--- src/rtl/fetch_queue.sv ---
// Instruction fetch stage with a DEPTH-entry prefetch queue between busio and decode.
// Optional build macro FETCH_MISALIGN_CHECK_EN adds misaligned-redirect fault reporting.
module fetch_queue #(
    parameter logic [31:0] RESET_VECTOR = 32'h00011100,
    parameter int          DEPTH        = 4
) (
    input  logic        clk,
    input  logic        reset,
    input  logic        branch,
    input  logic [31:0] branch_vector,
    input  logic        trap,
    input  logic        mret,
    input  logic [31:0] trap_vector,
    input  logic [31:0] mret_vector,
    input  logic        stall,
    input  logic        invalidate,
    output logic        fetch_req,
    output logic [31:0] fetch_address,
    input  logic        fetch_ready,
    input  logic        fetch_rvalid,
    input  logic [31:0] fetch_data,
    output logic [31:0] pc_out,
    output logic [31:0] next_pc_out,
    output logic [31:0] instruction_out,
    output logic        valid_out,
    output logic        fault_out
);
    localparam int AW = $clog2(DEPTH);
    localparam int CW = AW + 1;
    localparam logic [CW:0] DEPTH_W = (CW + 1)'(DEPTH);
    localparam logic [31:0] NOP = 32'h00000013;

    logic [31:0] fetch_pc;
    logic [31:0] q_pc     [DEPTH];
    logic [31:0] q_data   [DEPTH];
    logic [31:0] pc_shadow[DEPTH];
    logic [AW-1:0] head, tail, sh_wr, sh_rd;
    logic [CW-1:0] count, inflight, drop;

    logic        redirect;
    logic [31:0] vector;
    logic        credit, accept, resp_keep, pop;
    logic        fault_emit, hold_fetch;
    logic [31:0] fault_pc;

    always_comb begin
        redirect = trap | mret | branch;
        vector   = branch_vector;
        if (trap)      vector = trap_vector;
        else if (mret) vector = mret_vector;
    end

    assign credit        = ({1'b0, count} + {1'b0, inflight}) < DEPTH_W;
    assign fetch_req     = !reset && !redirect && credit && !hold_fetch;
    assign fetch_address = fetch_pc;
    assign accept        = fetch_req && fetch_ready;
    assign resp_keep     = fetch_rvalid && (drop == '0) && !redirect;
    assign pop           = !redirect && !stall && !invalidate && !fault_emit && (count != '0);

`ifdef FETCH_MISALIGN_CHECK_EN
    logic misaligned, fault_done, fault_reg;
    logic [31:0] fault_vec;

    // The flag is sticky until the next redirect; fault_done limits it to one emitted entry.
    always_ff @(posedge clk) begin
        if (reset) begin
            misaligned <= 1'b0;
            fault_done <= 1'b0;
            fault_vec  <= '0;
            fault_reg  <= 1'b0;
        end else begin
            if (redirect) begin
                misaligned <= (vector[1:0] != 2'b00);
                fault_done <= 1'b0;
                fault_vec  <= vector;
            end else if (fault_emit) begin
                fault_done <= 1'b1;
            end
            if (!stall) fault_reg <= fault_emit;
        end
    end

    assign fault_emit = misaligned && !fault_done && (count == '0) && !redirect && !stall && !invalidate;
    assign hold_fetch = misaligned;
    assign fault_pc   = fault_vec;
    assign fault_out  = fault_reg;
`else
    assign fault_emit = 1'b0;
    assign hold_fetch = 1'b0;
    assign fault_pc   = '0;
    assign fault_out  = 1'b0;
`endif

    always_ff @(posedge clk) begin
        if (reset) begin
            fetch_pc <= RESET_VECTOR;
            head     <= '0;
            tail     <= '0;
            sh_wr    <= '0;
            sh_rd    <= '0;
            count    <= '0;
            inflight <= '0;
            drop     <= '0;
        end else begin
            case ({accept, fetch_rvalid})
                2'b10:   inflight <= inflight + CW'(1);
                2'b01:   inflight <= inflight - CW'(1);
                default: inflight <= inflight;
            endcase
            if (accept)       sh_wr <= sh_wr + AW'(1);
            if (fetch_rvalid) sh_rd <= sh_rd + AW'(1);

            // Every request still outstanding after a redirect belongs to the old stream.
            if (redirect)
                drop <= fetch_rvalid ? inflight - CW'(1) : inflight;
            else if (fetch_rvalid && (drop != '0))
                drop <= drop - CW'(1);

            if (redirect) begin
                fetch_pc <= vector;
                head     <= '0;
                tail     <= '0;
                count    <= '0;
            end else begin
                if (accept)    fetch_pc <= fetch_pc + 32'd4;
                if (resp_keep) tail <= tail + AW'(1);
                if (pop)       head <= head + AW'(1);
                case ({resp_keep, pop})
                    2'b10:   count <= count + CW'(1);
                    2'b01:   count <= count - CW'(1);
                    default: count <= count;
                endcase
            end
        end
    end

    always_ff @(posedge clk) begin
        if (accept) pc_shadow[sh_wr] <= fetch_pc;
        if (resp_keep) begin
            q_pc[tail]   <= pc_shadow[sh_rd];
            q_data[tail] <= fetch_data;
        end
    end

    always_ff @(posedge clk) begin
        if (reset) begin
            valid_out       <= 1'b0;
            pc_out          <= '0;
            next_pc_out     <= '0;
            instruction_out <= '0;
        end else if (!stall) begin
            if (redirect || invalidate) begin
                valid_out <= 1'b0;
            end else if (fault_emit) begin
                valid_out       <= 1'b1;
                pc_out          <= fault_pc;
                next_pc_out     <= fault_pc + 32'd4;
                instruction_out <= NOP;
            end else if (pop) begin
                valid_out       <= 1'b1;
                pc_out          <= q_pc[head];
                next_pc_out     <= q_pc[head] + 32'd4;
                instruction_out <= q_data[head];
            end else begin
                valid_out <= 1'b0;
            end
        end
    end
endmodule

--- config.mk ---
export PLATFORM = sky130hd
export DESIGN_NAME = fetch_queue
export DESIGN_NICKNAME = d
export VERILOG_FILES = /design/src/rtl/fetch_queue.sv
export SDC_FILE = /design/constraint.sdc
export NUM_CORES = 1
export LEC_CHECK = 0
export ABC_AREA = 1
export BUFFER_PORTS_ARGS = -buffer_cell sky130_fd_sc_hd__buf_4
export CORE_MARGIN = 4
export CORE_UTILIZATION = 53
export DETAILED_ROUTE_END_ITERATION = 12
export HOLD_SLACK_MARGIN = 0.15
export PLACE_DENSITY = 0.76
export SYNTH_ARGS = -nofsm -noshare
export SYNTH_HDL_FRONTEND = slang
export SYNTH_SLANG_ARGS = --single-unit
--- constraint.sdc ---
create_clock -name clk -period 4.3 [get_ports clk]
set_input_delay 0.215 -clock clk [delete_from_list [all_inputs] [get_ports clk]]
set_output_delay 0.215 -clock clk [all_outputs]
set_load 0.1 [all_outputs]
**Word-level counts from Yosys, hierarchy flattened**

Memory sizes are Yosys's and may differ from the RTL's. A register that Yosys moved wholly into a read port is not among the register bits.
Index checks and enable logic that the tools add are counted.

- Bits of input ports: 137
- Bits in writable memories: 384
- Bits in read-only memories: 0
- Word-level logic and storage cells: 77
- Flip-flop bits (word level): 114
- Memories: 3
- Bits in latches: 0

- Muxes and demuxes: 19
- Reductions and logical operators: 23
- Multiply operators: 0
- $add $sub $neg: 12
- Shift operators: 0
- Equality and inequality tests: 4
- Bitwise logic cells: 4
- Magnitude comparators: 1
- Div/mod/pow operators: 0

Memories:

| name | depth | width | read ports | clocked after memory_dff | write ports | RTL line | RTL |
|---|---|---|---|---|---|---|---|
| pc_shadow | 4 | 32 | 1 | 1 | 1 | 36 | `logic [31:0] pc_shadow[DEPTH];` |
| q_data | 4 | 32 | 1 | 1 | 1 | 35 | `logic [31:0] q_data [DEPTH];` |
| q_pc | 4 | 32 | 1 | 1 | 1 | 34 | `logic [31:0] q_pc [DEPTH];` |

Operators by type and width:

| kind | number |
|---|---|
| $mux W32 | 4 |
| $add A32 B3 Y32 const B | 2 |
| $pmux W3 S2 | 2 |
| $logic_and A1 B1 Y1 | 9 |
| $mux W3 | 3 |
| $sub A3 B1 Y3 const B | 3 |
| $add A2 B1 Y2 const B | 4 |
| $mux W2 | 4 |
| $reduce_bool A2 Y1 | 4 |
| $add A3 B1 Y3 const B | 2 |
| $mux W1 | 6 |
| $reduce_bool A3 Y1 | 2 |
| $add A3 B3 Y4 | 1 |
| $eq A2 B1 Y1 const B | 2 |
| $eq A2 B2 Y1 const B | 2 |
| $logic_not A1 Y1 | 4 |
| $lt A4 B3 Y1 const B | 1 |
| $logic_not A3 Y1 | 1 |
| $reduce_and A3 Y1 | 1 |
| $not A1 Y1 | 2 |
| $or A1 B1 Y1 | 2 |
| $reduce_or A2 Y1 | 1 |
| $logic_or A1 B1 Y1 | 1 |

**Logic depth before layout (Yosys ltp)**

- Depth after elaboration: 8
- Depth in mapped cells: 17

**Worst setup path before layout**

No wires, ideal clock.

- Kind: input port to flip-flop
- Start point: input mret
- End point: memory q_data[0][0], enable pin
- Arrival: 3.638 ns
- Data required time: 3.814 ns
- Stages on the path: 6
- Path slack: 0.175 ns
- Path through: buf_2 > nor3_4 > inv_2 > nor2_1 > inv_1 > nor2_1

- Longest elaborated chain between the ends: 6

RTL lines:

| what | RTL line | RTL |
|---|---|---|
| start, declared | 12 | `input logic mret,` |
| $or A1 B1 Y1 (2 in series) | 47 | `redirect = trap \| mret \| branch;` |
| $logic_not A1 Y1 | 57 | `assign resp_keep = fetch_rvalid && (drop == '0) && !redirect;` |
| $logic_and A1 B1 Y1 | 57 |  |
| $mux W1 | 139 | `if (resp_keep) begin` |
| $mux W1 (not written as such) | 141 | `q_data[tail] <= fetch_data;` |
| end, declared | 35 |  |

No other way between the ends.

**Final worst setup path**

- Start point: input reset
- End point: register fetch_pc[9] (netlist: fetch_address[9])

- Longest elaborated chain between the ends: 5

RTL lines:

| what | RTL line | RTL |
|---|---|---|
| start, declared | 8 | `input logic reset,` |
| $logic_not A1 Y1 | 54 | `assign fetch_req = !reset && !redirect && credit && !hold_fetch;` |
| $logic_and A1 B1 Y1 (2 in series) | 54 |  |
| $logic_and A1 B1 Y1 | 56 | `assign accept = fetch_req && fetch_ready;` |
| $reduce_bool A2 Y1 (no source line) | n/a |  |
| end signal, assigned | 120 | `fetch_pc <= vector;` |
| end signal, assigned | 125 | `if (accept) fetch_pc <= fetch_pc + 32'd4;` |
| end, declared | 33 | `logic [31:0] fetch_pc;` |

Parallel ways exist; a longest one is shown, timed or not.
A chain may end at the register's enable or synchronous reset.

==> results.py <==
metrics = {
    "synth": {
        "async_reset_ff_frac": 0,
        "adder_cell_share_of_the_synthesized_area": 0.0108,
        "synth_enable_flop_cells": 384,
        "synth.yosys.seq_area_share": 0.636,
        "syn-instance-count": 2327,
        "synth_compound_gate_area_share": 0.121,
        "synth_flop_cell": "sky130_fd_sc_hd__edfxtp_1",
        "netlist_area_um2": 22800,
        "yosys.area_share.xor_xnor": 0.00730,
        "netlist-cell-type-count": 46,
        "ys_seq_elements": 532,
        "synth-simple-area-share": 0.178,
        "syn_nets": 2483,
        "yosys-mux-area-fraction": 0,
        "yosys_warnings": 0,
        "main_combinational_cell_family_by_area_after_synthesis": "simple AND/OR/NAND/NOR gates",
        "syn_avg_cell_area_um2": 9.80,
    },
    "routing": {
        "detailedRoute.firstPassIterationCount": 6,
        "detail_routed_net_length_per_standard_cell_um": 18.6,
        "vias": 17900,
        "drt_drc_violations_left": 0,
        "ant_nets": 0,
        "post_drt_via_cell_ratio": 5.58,
        "routed_wirelength_mm": 59.5,
        "drt_iter0_markers": 1553,
    },
    "worst_hold_path": {
        "worst_hold_path.endpoint": "fetch_address[5]",
        "hold_path.class": "in2reg",
        "worst_hold_path.num_cells": 5,
        "startpoint_of_the_worst_hold_path": "mret_vector[5]",
    },
    "global_route": {
        "grt_pass1_wl_mm": 92.7,
        "grt_max_degree": 80,
        "gr-usage-all-layers": 0.249,
        "gr-total-overflow": 0,
        "initial_antenna_violation_count": 0,
        "first_global_vias": 17300,
    },
    "cells_and_area": {
        "post_route_cells_drive_above_1_share": 0.157,
        "final_net_count": 2782,
        "number_of_antenna_repair_diodes": 0,
        "finalInstanceArea_um2": 27600,
        "synthToLayoutAreaGrowth_pct": 20.9,
        "n_fill_cell": 3167,
    },
    "critical_path": {
        "cp_slowest_stage_delay_ps": 600,
        "crit_path_start_kind": "input port",
        "critical_path.reg2reg.endpoint": "fetch_address[9]",
        "critical_path_class": "in2reg",
        "reg2regPathDepth": 10,
        "critical_path.startpoint": "reset",
        "type_of_element_capturing_the_critical_path": "register",
        "worst-r2r-setup-slack_ps": 1230,
        "cp.arrival_ps": 3870,
        "crit-reg2reg-launch": "inflight[2]",
        "critPathRequiredTime_ps": 4770,
        "cp_max_fo": 44,
        "critical-path-slowest-cell": "sky130_fd_sc_hd__dlygate4sd3_1",
        "crit_chain": "dlygate4sd3_1 -> buf_4 -> inv_2 -> nand2_2 -> nor2_2 -> nand2_2 -> nand2_4 -> inv_2 -> a221oi_1 -> dlygate4sd3_1 -> nor2_1",
    },
    "run": {
        "maxCapViolCount": 0,
    },
    "clock_network": {
        "clockRootBuffer": "sky130_fd_sc_hd__clkbuf_16",
        "max-clock-path-buffers": 3,
        "worst_skew_pair.late_latency_ps": 590,
        "htree_levels": 2,
        "cts_tree": "built",
        "cts.reportedPaths.clkPinSlew_ps": 60,
        "cts.repair.resized": 0,
        "cts_setup_buffers": 0,
        "cts_inserted_buffers": 53,
        "cts.sinks": 532,
    },
    "place": {
        "place_hpwl_mm": 38.5,
        "place.port_buffers": 266,
        "pre_cts_ws_ps": 1120,
        "placed_area_um2": 25000,
        "routabilityCongestion": 0.919,
    },
    "sta": {
        "timing.setup.tns_ps": 0,
        "relSlewSlack": 0.140,
        "fin_hold_ws_ps": 188,
        "finalSetupViolations": 0,
        "unrepaired_setup_endpoints_after_global_routing": "false",
        "timing.final.crit_share": 0.791,
        "finalHoldViolations": 0,
        "worst_slew_pin_slew_ps": 1280,
        "timing.final.ws_setup_ps": 900,
        "fin_crit_ps": 3400,
        "fmax_ghz": 0.294,
        "skew_ps": 18.8,
        "timing.final.max_slew_violations": 0,
    },
    "floorplan": {
        "floorplan.initialDensity": 0.540,
        "placement_rows": 75,
        "design.portCount": 268,
        "floorplan.core_area_um2": 42200,
        "die-width_um": 215,
        "die-height_um": 215,
        "die_area_um2": 46400,
    },
    "pwr": {
        "power_frac_seq": 0.515,
        "worst_vdd_rail_ir_drop_v": 0.000239,
        "leakage_nw": 10.7,
        "cellPowerDensity_nw_per_um2": 399,
        "power_mw": 11.0,
        "internal_power_mw": 8.49,
        "combinationalPowerShare": 0.077,
        "power.clock.fraction": 0.408,
        "power.switching_fraction": 0.229,
        "net-switching-power_mw": 2.52,
    },
    "status": {
        "outcome": "finished, final reports clean",
    },
}
==> area by class of cell <==
cell class,instances,area [µm²],share of cell area
clock buffer,69,1460,0.0529
sequential,532,14500,0.526
clock inverter,27,244,0.00885
tap,539,674,0.0245
multi-input combinational,1556,7270,0.264
inverter,109,417,0.0151
timing repair buffer,374,3020,0.109
==> power groups by stage <==
stage / combinational (mW) / clock, mW / sequential [mW]
floorplan: 0.309 / 0 / 5.94
global route: 0.911 / 4.79 / 5.68
finish: 0.844 / 4.50 / 5.67
detailed placement: 0.770 / 0 / 5.78
global placement: 0.752 / 0 / 5.78
CTS: 0.842 / 4.57 / 5.67
==> timing repair <==
action,in CTS,in global routing
setup endpoints to repair,0,0
hold buffers,83,0
hold endpoints to repair,185,0
==> metal layers <==
| metal | global-route usage | wire length (µm) | vias to the layer above | part of all wire |
|---|---|---|---|---|
| li1 | - | - | 8611 | - |
| met5 | 0 | 0 | - | 0 |
| met1 | 0.332 | 24200 | 8351 | 0.41 |
| met4 | 0.0773 | 1420 | 0 | 0.024 |
| met3 | 0.0408 | 4840 | 99 | 0.081 |
| met2 | 0.422 | 29000 | 834 | 0.49 |
==> critical path, delay by kind of cell <==
family,cells,cell delay [ps]
buffers and inverters,5,2180
AND/OR/NAND/NOR,5,1180
AO/OA/AOI/OAI,1,260
==> worst max path at each step <==
stage | endpoint | slack, ps | cells after the start
after floorplan | q_data[0][0] | 180 | 6
after global routing | fetch_address[9] | 670 | 11
after detailed placement | count[2] | 1120 | 13
after CTS | fetch_address[9] | 1020 | 11
final | fetch_address[9] | 900 | 11
after global placement | count[2] | 1130 | 13
==> kinds of logic after synthesis <==
logic type / after synthesis
other cells: 1
xor+xnor: 19
compound gates: 513
simple gates: 1004
fa+ha+maj: 19
flops: 532
buf+inv: 239
==> synthesized netlist by cell type (5+ instances only) <==
cell type	n	share of area
sky130_fd_sc_hd__buf_2	30	0.0066
sky130_fd_sc_hd__ha_1	18	0.0099
sky130_fd_sc_hd__buf_1	8	0.0013
sky130_fd_sc_hd__edfxtp_1	384	0.51
sky130_fd_sc_hd__inv_1	101	0.017
sky130_fd_sc_hd__xor2_1	13	0.0050
sky130_fd_sc_hd__nor2_1	357	0.059
sky130_fd_sc_hd__dfxtp_1	148	0.13
sky130_fd_sc_hd__a31oi_1	47	0.013
sky130_fd_sc_hd__nor3_1	13	0.0029
sky130_fd_sc_hd__clkbuf_1	67	0.011
sky130_fd_sc_hd__o211ai_1	14	0.0046
sky130_fd_sc_hd__nor2_2	11	0.0030
sky130_fd_sc_hd__nand3_1	110	0.024
sky130_fd_sc_hd__inv_2	5	0.00082
sky130_fd_sc_hd__nand2_1	483	0.080
sky130_fd_sc_hd__nand2_2	9	0.0025
sky130_fd_sc_hd__buf_4	14	0.0046
sky130_fd_sc_hd__xnor2_1	6	0.0023
sky130_fd_sc_hd__o21ai_0	276	0.061
sky130_fd_sc_hd__nand4_1	9	0.0025
sky130_fd_sc_hd__buf_6	11	0.0054
sky130_fd_sc_hd__o21ai_1	9	0.0020
sky130_fd_sc_hd__a21oi_1	119	0.026
sky130_fd_sc_hd__o22ai_1	35	0.0096
==> cells in the final DEF, fill, tap and decap left out, types with 13 or more instances in the layout <==
| master | count |
|---|---|
| sky130_fd_sc_hd__edfxtp_1 | 384 |
| sky130_fd_sc_hd__inv_1 | 100 |
| sky130_fd_sc_hd__a31oi_1 | 47 |
| sky130_fd_sc_hd__xor2_1 | 13 |
| sky130_fd_sc_hd__nor2_2 | 15 |
| sky130_fd_sc_hd__o211ai_1 | 14 |
| sky130_fd_sc_hd__nor2_1 | 349 |
| sky130_fd_sc_hd__nand2_1 | 483 |
| sky130_fd_sc_hd__clkbuf_16 | 54 |
| sky130_fd_sc_hd__nor3_1 | 13 |
| sky130_fd_sc_hd__o22ai_1 | 35 |
| sky130_fd_sc_hd__dfxtp_1 | 146 |
| sky130_fd_sc_hd__nand3_1 | 110 |
| sky130_fd_sc_hd__buf_4 | 291 |
| sky130_fd_sc_hd__o21ai_0 | 276 |
| sky130_fd_sc_hd__clkinv_2 | 13 |
| sky130_fd_sc_hd__a21oi_1 | 119 |
| sky130_fd_sc_hd__ha_1 | 18 |
| sky130_fd_sc_hd__dlygate4sd3_1 | 83 |
==> registers in the layout (all words and copies together), names as in the netlist, 2 cells and up, named ones only <==
register         flops
fetch_address       32
count                3
sh_rd                2
next_pc_out         30
tail                 2
pc_out              32
instruction_out     32
head                 2
drop                 3
q_data             128
pc_shadow          128
inflight             3
q_pc               128
sh_wr                2
==> through the flow <==
stage / cells / util
2_1_floorplan: 2327 / -
3_3_place_gp: 3027 / 0.593
3_5_place_dp: 3027 / 0.593
4_1_cts: 3206 / 0.653
5_1_grt: 3206 / 0.653
6_report: 3206 / 0.653
No activity file was read; power rests on OpenSTA's default activity.
